[src/rtl/usb_rx_ctrl.sv]
// usb_rx_ctrl: receive sequencer for a full-speed USB receiver.
// Watches for packet start, validates the SYNC byte and frames data bytes
// from bit-sample strobes. It raises a FIFO write pulse for each stored byte,
// keeps a per-packet byte count and holds a sticky receive-error flag.
module usb_rx_ctrl #(
  parameter logic [7:0] SYNC_BYTE = 8'h80,
  parameter int         MAX_BYTES = 64
) (
  input  logic       clk,
  input  logic       rst,
  input  logic       d_edge,
  input  logic       shift_enable,
  input  logic       eop,
  input  logic [7:0] rcv_data,
  output logic       rcving,
  output logic       w_enable,
  output logic       r_error,
  output logic [6:0] byte_count
);

  localparam logic [6:0] MAX_CNT = 7'(MAX_BYTES);

  typedef enum logic [2:0] {
    IDLE,
    SYNC,
    CHK_SYNC,
    RECV,
    STORE,
    EOP_WAIT,
    ERR_WAIT
  } state_t;

  state_t     r_state;
  state_t     w_state_next;
  logic [2:0] r_bit_cnt;
  logic [6:0] r_byte_count;
  logic       r_rcving;
  logic       r_w_enable;
  logic       r_err;

  logic w_byte_done;
  logic w_count_full;
  logic w_line_idle;
  logic w_state_change;
  logic w_enter_sync;
  logic w_enter_idle;
  logic w_enter_err;

  // eop has priority over a coincident bit strobe, so it can never complete a byte.
  assign w_byte_done    = shift_enable && (r_bit_cnt == 3'd7) && !eop;
  assign w_count_full   = (r_byte_count == MAX_CNT);
  // The bus is back at J once a transition is seen with SE0 gone.
  assign w_line_idle    = d_edge && !eop;
  assign w_state_change = (w_state_next != r_state);
  assign w_enter_sync   = (w_state_next == SYNC) && (r_state != SYNC);
  assign w_enter_idle   = (w_state_next == IDLE) && (r_state != IDLE);
  assign w_enter_err    = (w_state_next == ERR_WAIT) && (r_state != ERR_WAIT);

  // Next-state decode; stray d_edge pulses mid-packet fall through to the default hold.
  always_comb begin
    w_state_next = r_state;
    case (r_state)
      IDLE: begin
        if (d_edge) w_state_next = SYNC;
      end
      SYNC: begin
        if (eop)              w_state_next = ERR_WAIT;
        else if (w_byte_done) w_state_next = CHK_SYNC;
      end
      CHK_SYNC: begin
        w_state_next = (rcv_data == SYNC_BYTE) ? RECV : ERR_WAIT;
      end
      RECV: begin
        if (eop) begin
          // A clean end needs a byte boundary and at least one stored byte;
          // at a boundary the end is taken on the next bit strobe.
          if (shift_enable && (r_bit_cnt == 3'd0) && (r_byte_count != 7'd0))
            w_state_next = EOP_WAIT;
          else if ((r_bit_cnt != 3'd0) || (r_byte_count == 7'd0))
            w_state_next = ERR_WAIT;
        end else if (w_byte_done) begin
          w_state_next = STORE;
        end
      end
      STORE: begin
        w_state_next = w_count_full ? ERR_WAIT : RECV;
      end
      EOP_WAIT, ERR_WAIT: begin
        if (w_line_idle) w_state_next = IDLE;
      end
      default: w_state_next = IDLE;
    endcase
  end

  // State register.
  always_ff @(posedge clk) begin
    if (rst) r_state <= IDLE;
    else     r_state <= w_state_next;
  end

  // Bit position within the current byte; restarts on every state entry.
  always_ff @(posedge clk) begin
    if (rst)
      r_bit_cnt <= 3'd0;
    else if (w_state_change)
      r_bit_cnt <= 3'd0;
    else if (shift_enable && ((r_state == SYNC) || (r_state == RECV)))
      r_bit_cnt <= r_bit_cnt + 3'd1;
  end

  // Byte count: cleared at packet start, bumped as STORE commits a byte, never wraps.
  always_ff @(posedge clk) begin
    if (rst)
      r_byte_count <= 7'd0;
    else if (w_enter_sync)
      r_byte_count <= 7'd0;
    else if ((r_state == STORE) && !w_count_full)
      r_byte_count <= r_byte_count + 7'd1;
  end

  // FIFO write strobe is registered from the next state, so it is high exactly while in STORE.
  always_ff @(posedge clk) begin
    if (rst) r_w_enable <= 1'b0;
    else     r_w_enable <= (w_state_next == STORE) && !w_count_full;
  end

  // Receiving flag spans packet start to the return to IDLE.
  always_ff @(posedge clk) begin
    if (rst)               r_rcving <= 1'b0;
    else if (w_enter_sync) r_rcving <= 1'b1;
    else if (w_enter_idle) r_rcving <= 1'b0;
  end

  // Sticky error: set on entering ERR_WAIT, survives IDLE, cleared by the next packet.
  always_ff @(posedge clk) begin
    if (rst)               r_err <= 1'b0;
    else if (w_enter_sync) r_err <= 1'b0;
    else if (w_enter_err)  r_err <= 1'b1;
  end

  assign rcving     = r_rcving;
  assign w_enable   = r_w_enable;
  assign r_error    = r_err;
  assign byte_count = r_byte_count;

endmodule

[config.mk]
export PLATFORM = sky130hd
export DESIGN_NAME = usb_rx_ctrl
export DESIGN_NICKNAME = d
export VERILOG_FILES = /design/src/rtl/usb_rx_ctrl.sv
export SDC_FILE = /design/constraint.sdc
export NUM_CORES = 1
export LEC_CHECK = 0
export BUFFER_PORTS_ARGS = -buffer_cell sky130_fd_sc_hd__clkbuf_2
export CELL_PAD_IN_SITES_DETAIL_PLACEMENT = 1
export CELL_PAD_IN_SITES_GLOBAL_PLACEMENT = 2
export CORE_UTILIZATION = 27
export CTS_CLUSTER_DIAMETER = 100
export DETAILED_ROUTE_END_ITERATION = 10
export MAX_ROUTING_LAYER = met4
export PLACE_DENSITY = 0.79
export REMOVE_ABC_BUFFERS = 1
export SYNTH_ARGS = -nofsm -noshare
export SYNTH_HDL_FRONTEND = slang
export SYNTH_SLANG_ARGS = --single-unit
export TNS_END_PERCENT = 50
[constraint.sdc]
create_clock -name clk -period 1.9 [get_ports clk]
set_clock_uncertainty 0.15 [all_clocks]
set_input_delay 0.095 -clock clk [delete_from_list [all_inputs] [get_ports clk]]
set_output_delay 0.095 -clock clk [all_outputs]
set_load 0.1 [all_outputs]
==> results of run 1 <==
-- sequential cells by signal, indices dropped and copies added (netlist names) --
signal	flops
byte_count	7
r_bit_cnt	3
r_error	1
r_state	3
rcving	1
w_enable	1
-- cells by family after synthesis --
logic type | after synthesis | share of synthesized area
compound gates | 30 | 0.214
xor+xnor | 7 | 0.0601
fa+ha+maj | 5 | 0.0613
buf+inv | 14 | 0.0528
flops | 16 | 0.314
mux | 2 | 0.0221
simple gates | 52 | 0.276
-- per-stage QoR --
step	TNS, ns	instances	utilization	hold WS, ns	area, µm²
finish	-0.407	225	0.463	0.178	1610
global route	-0.898	225	0.463	0.205	1610
CTS	-0.380	225	0.455	0.171	1580
detailed placement	-0.925	215	0.391	0.180	1360
global placement	-0.457	215	0.391	0.171	1360
floorplan	-7.58	123	-	0.0174	1010
-- layout make-up --
class | count | area [µm²] | area share
multi-input cells | 96 | 786 | 0.489
inverters | 11 | 41.3 | 0.0257
repair buffers | 53 | 349 | 0.217
clock buffers | 3 | 41.3 | 0.0257
well taps | 46 | 57.6 | 0.0358
flip-flops and latches | 16 | 332 | 0.206
-- synth_stat cells (3+ instances only) --
library cell	n	area [µm²]
dfxtp_1	16	320
and3_1	3	18.8
xnor2_1	3	26.3
inv_1	11	41.3
nand3_1	3	15.0
xor2_1	4	35.0
a211oi_1	4	30.0
a31oi_1	3	18.8
a21oi_1	6	30.0
nor2_1	15	56.3
ha_1	5	62.6
nand2_1	14	52.6
nor2b_1	3	18.8
-- power by group through the flow --
stage          clock network (W)  logic (W)  registers (W)
2_1_floorplan                  0   0.000504       0.000704
3_3_place_gp                   0    0.00113       0.000455
3_5_place_dp                   0    0.00116       0.000459
4_1_cts                 0.000258    0.00129       0.000455
5_1_grt                 0.000277    0.00146       0.000465
6_report                0.000252    0.00134       0.000458
-- how the worst max path moves through the flow --
| stage | from | end | depth (start not counted) | slack [ns] |
|---|---|---|---|---|
| 2_1_floorplan | byte_count[0] | r_bit_cnt[0] | 6 | -0.83 |
| 3_3_place_gp | r_bit_cnt[0] | w_enable | 8 | -0.11 |
| 3_5_place_dp | r_bit_cnt[0] | r_bit_cnt[0] | 9 | -0.18 |
| 4_1_cts | byte_count[1] | r_bit_cnt[0] | 6 | -0.1 |
| 5_1_grt | r_bit_cnt[1] | r_error | 8 | -0.18 |
| 6_report | r_bit_cnt[1] | r_error | 8 | -0.12 |
-- worst max-delay path, stage by stage (launching register included) --
cell     delay (ns)
dfxtp_2        0.33
inv_2          0.06
ha_4           0.12
or3b_1         0.36
a21oi_2        0.17
nor4_4         0.06
buf_4          0.17
o32ai_1        0.34
o32ai_1        0.12
-- layout by cell type, fill, tap and decap left out, types with 2 or more instances in the layout --
cell	count
a211oi_2	4
a21oi_1	4
a21oi_2	2
a31oi_1	2
and3_1	2
buf_4	29
clkbuf_2	22
clkbuf_8	3
dfxtp_1	7
dfxtp_2	9
ha_4	3
inv_1	7
inv_2	4
mux2_2	2
nand2_1	14
nand2b_1	2
nand3_1	3
nor2_1	15
nor2b_2	2
nor3_1	2
o21ai_0	2
o31ai_4	2
o32ai_1	2
xnor2_1	3
xor2_1	4
-- routing by layer --
layer	up-vias	wire length [µm]	GRT usage
met1	563	1440	0.220
met5	-	0	-
met3	7	83	0.0254
li1	562	-	-
met4	0	62	0.0739
met2	18	1890	0.371
-- timing repair --
action,in CTS,in global routing
buffers inserted,7,0
endpoints found under the setup margin,10,10
hold buffers,1,0
resized for setup,32,8
pin swaps,13,2
hold endpoints to repair,1,0
==> flow_metrics.py, run 1 <==
metrics = {
    "die": {
        "ios": 23,
        "die_x_um": 63.5,
        "die_area_um2": 4030,
        "die_h_um": 63.5,
        "core_area_um2": 3470,
        "std_cell_rows": 21,
        "start_util": 0.294,
    },
    "sta": {
        "finalMaxSlewViolations": 0,
        "clock.fmax_ghz": 0.496,
        "finalWorstSetupSlack_ns": -0.117,
        "hold_violations": 0,
        "grt_setup_unrepaired": "true",
        "relSlewSlack": 0.637,
        "setup_viol": 5,
        "finalCriticalPeriod_ns": 2.02,
        "worst_pin_slew_ns": 0.546,
        "fin_crit_sh": 1.06,
    },
    "setup_path": {
        "critPathKind": "reg -> reg",
        "r2r_slack_ns": -0.12,
        "start_kind": "register",
        "arrival_ns": 1.99,
        "required_ns": 1.87,
        "worstRegToRegCells": 8,
        "endpoint_kind": "register",
        "r2r-start": "r_bit_cnt[1]",
        "r2r_end": "r_error",
        "critPathMaxFanout": 4,
    },
    "clock_tree": {
        "tritoncts": "done",
        "cts.sinks": 16,
        "h-tree-depth": 1,
        "clk_path_buf_depth": 2,
        "numCtsBuffers": 3,
        "cts_root_buf": "clkbuf_8",
        "cts.clk_slew.worst_paths_ns": 0.06,
        "clk_latency_ns": 0.25,
    },
    "yosys": {
        "avgSynthCellArea_um2": 8.09,
        "ys_seq_area_frac": 0.314,
        "synth_edf_count": 0,
        "synth_area_um2": 1020,
        "yosys_warnings": 0,
        "synth-main-ff-cell": "dfxtp_1",
        "netlist_instances": 126,
        "ys_ff_latch": 16,
        "ys_async_sr_fraction": 0,
        "synth_cell_types": 41,
    },
    "pwr": {
        "p_total_w": 0.00205,
        "clkPwrFrac": 0.123,
        "swShare": 0.484,
        "power.leakage_nw": 0.689,
        "p_switching_w": 0.000995,
        "p_int_w": 0.00106,
        "ir_worst_vdd_mv": 0.558,
        "seq_power_share": 0.223,
        "pwr-share-comb": 0.655,
        "power_density_nw_per_um2": 1280,
    },
    "status": {
        "status": "complete, but fails checks",
        "failed_checks": "negative setup slack",
    },
    "min_path": {
        "whs_path_depth": 4,
        "min-delay-start": "d_edge",
        "hold-path-endpoint": "rcving",
        "hold_path_class": "in -> reg",
    },
    "detailed_routing": {
        "first_pass_iters": 4,
        "first_iter_violations": 64,
        "drt_wl_total_um": 3480,
        "vias_per_cell": 5.11,
        "final_antenna_net_count": 0,
        "wl_per_cell_um": 15.5,
        "drcViolationCount": 0,
        "num_vias": 1150,
    },
    "final_layout": {
        "fillers": 441,
        "layout-drive-gt1-share": 0.531,
        "layout.nets": 199,
        "diodes": 0,
        "area_growth_pct": 57.5,
    },
    "global_route": {
        "grt_usage": 0.202,
        "antenna_found_initial": 0,
        "grt_pass1_wl_um": 6160,
        "grt_overflow": 0,
        "grt_max_degree": 12,
        "first_global_vias": 1337,
    },
    "job": {
        "cap_violations": 0,
    },
    "place": {
        "gp_congestion": 0.852,
        "dpl_worst_slack_ns": -0.175,
        "hpwl_um": 2660,
        "io_buffers": 22,
    },
}
Power figures use the tool's default switching activity.
==> run 2: changes to the inputs <==
Settings changed: CORE_MARGIN set to 2, SKIP_LAST_GASP set to 1.
==> flow_metrics.py, run 2 (synthesis gave the netlist of run 1 again) <==
metrics = {
    "status": {
        "status": "complete, but fails checks",
        "failed_checks": "negative setup slack",
    },
    "clock_tree": {
        "clk_latency_ns": 0.25,
        "h-tree-depth": 1,
        "cts_root_buf": "clkbuf_8",
        "tritoncts": "done",
        "cts.clk_slew.worst_paths_ns": 0.07,
        "clk_path_buf_depth": 2,
        "cts.sinks": 16,
        "numCtsBuffers": 3,
    },
    "final_layout": {
        "stdcell_count": 226,
        "final_cell_mix": "buf_4 (27), clkbuf_2 (22), nor2_1 (15)",
        "final_common_cell": "buf_4",
        "diodes": 0,
        "finalInstanceArea_um2": 1640,
        "area_growth_pct": 60.4,
        "layout-drive-gt1-share": 0.483,
        "largest_register_ffs": 7,
        "layout.nets": 197,
    },
    "die": {
        "die_h_um": 65.5,
        "core_area_um2": 3630,
        "die_x_um": 65.5,
        "start_util": 0.281,
        "die_area_um2": 4280,
        "ios": 23,
        "std_cell_rows": 22,
    },
    "global_route": {
        "antenna_found_initial": 0,
        "grt_overflow": 0,
        "first_global_vias": 1259,
        "grt_pass1_wl_um": 5530,
        "grt_usage": 0.170,
        "grt_max_degree": 12,
    },
    "sta": {
        "clock.fmax_ghz": 0.489,
        "grt_setup_unrepaired": "true",
        "worst_pin_slew_ns": 0.548,
        "setup_viol": 7,
        "finalWorstSetupSlack_ns": -0.143,
        "finalCriticalPeriod_ns": 2.04,
        "hold-worst-slack_ns": 0.159,
        "relSlewSlack": 0.636,
        "fin_crit_sh": 1.08,
        "finalMaxSlewViolations": 0,
        "hold_violations": 0,
    },
    "setup_path": {
        "cp_cell_sequence": "inv_4 -> ha_4 -> or3b_4 -> a21oi_4 -> nor4_4 -> or4_4 -> a211oi_2",
        "crit_family": "simple AND/OR/NAND/NOR gates",
        "r2r_end": "r_bit_cnt[0]",
        "cp-endpoint": "r_bit_cnt[0]",
        "worstRegToRegCells": 7,
        "required_ns": 1.91,
        "endpoint_kind": "register",
        "path_depth": 7,
        "path_buf_inv": 1,
        "r2r-start": "r_bit_cnt[0]",
        "critical_path.slowest_cell": "or4_4",
        "slowest_delay_ns": 0.46,
        "critPathKind": "reg -> reg",
        "start_kind": "register",
        "r2r_slack_ns": -0.14,
        "critPathMaxFanout": 3,
        "startpoint": "r_bit_cnt[0]",
        "arrival_ns": 2.05,
    },
    "place": {
        "gp_congestion": 0.845,
        "dpl_worst_slack_ns": -0.169,
        "dpl-instance-area_um2": 1360,
        "io_buffers": 22,
        "dp.cells": 217,
        "hpwl_um": 2530,
    },
    "detailed_routing": {
        "drcViolationCount": 0,
        "vias_per_cell": 5.07,
        "num_vias": 1146,
        "drt_wl_total_um": 3630,
        "final_antenna_net_count": 0,
        "first_iter_violations": 69,
        "first_pass_iters": 4,
        "wl_per_cell_um": 16.1,
    },
    "pwr": {
        "ir_worst_vdd_mv": 0.706,
        "p_total_w": 0.00215,
        "power_density_nw_per_um2": 1320,
        "power.leakage_nw": 0.695,
    },
    "min_path": {
        "hold_path_class": "in -> reg",
        "min-delay-start": "d_edge",
    },
    "job": {
        "cap_violations": 0,
    },
}
-- run 2: area by class of cell --
type | count | area (µm²)
Clock buffer | 4 | 55.1
Fill cell | 454 | 2000
Inverter | 11 | 46.3
Multi-Input combinational cell | 96 | 811
Sequential cell | 16 | 329
Tap cell | 48 | 60.1
Timing Repair Buffer | 51 | 334
-- run 2: layer usage --
layer	part of all wire	vias to the layer above	track usage
met5	0	-	-
met2	0.54	22	0.320
met1	0.41	563	0.188
li1	-	553	-
met4	0.023	0	0.0469
met3	0.024	8	0.0223
-- run 2: power breakdown --
group / total [W] / leakage [nW] / internal (W) / switching, W
Clock: 0.000313 / 0.0288 / 0.000184 / 0.000129
Combinational: 0.00138 / 0.534 / 0.000540 / 0.000840
Sequential: 0.000459 / 0.132 / 0.000400 / 0.0000592
Total: 0.00215 / 0.695 / 0.00112 / 0.00103
-- run 2: per-stage QoR --
step | utilization | TNS [ns]
2_1_floorplan | - | -7.58
3_3_place_gp | 0.374 | -0.361
3_5_place_dp | 0.374 | -0.789
4_1_cts | 0.414 | -0.517
5_1_grt | 0.450 | -1.32
6_report | 0.450 | -0.544
-- run 2: repair_timing --
action,CTS,global route
endpoints found under the hold margin,1,0
hold buffers,1,0
gates resized for setup,16,22
setup endpoints to repair,9,10
pin swaps,1,11
setup buffers,2,2
-- run 2: tightest hold or removal path: cells and delay by family --
kind	cells	cell delay [ns]
AND/OR/NAND/NOR	1	0.06
AO/OA/AOI/OAI	2	0.21
buffers and inverters	1	0.15
-- run 2: worst min-delay path by stage --
stage                  to  slack (ns)  depth (start not counted)
4_1_cts            rcving        0.14                          4
2_1_floorplan  r_state[0]        0.02                          1
5_1_grt            rcving        0.18                          4
3_5_place_dp   r_state[0]        0.16                          2
3_3_place_gp   r_state[0]        0.17                          2
6_report           rcving        0.16                          4
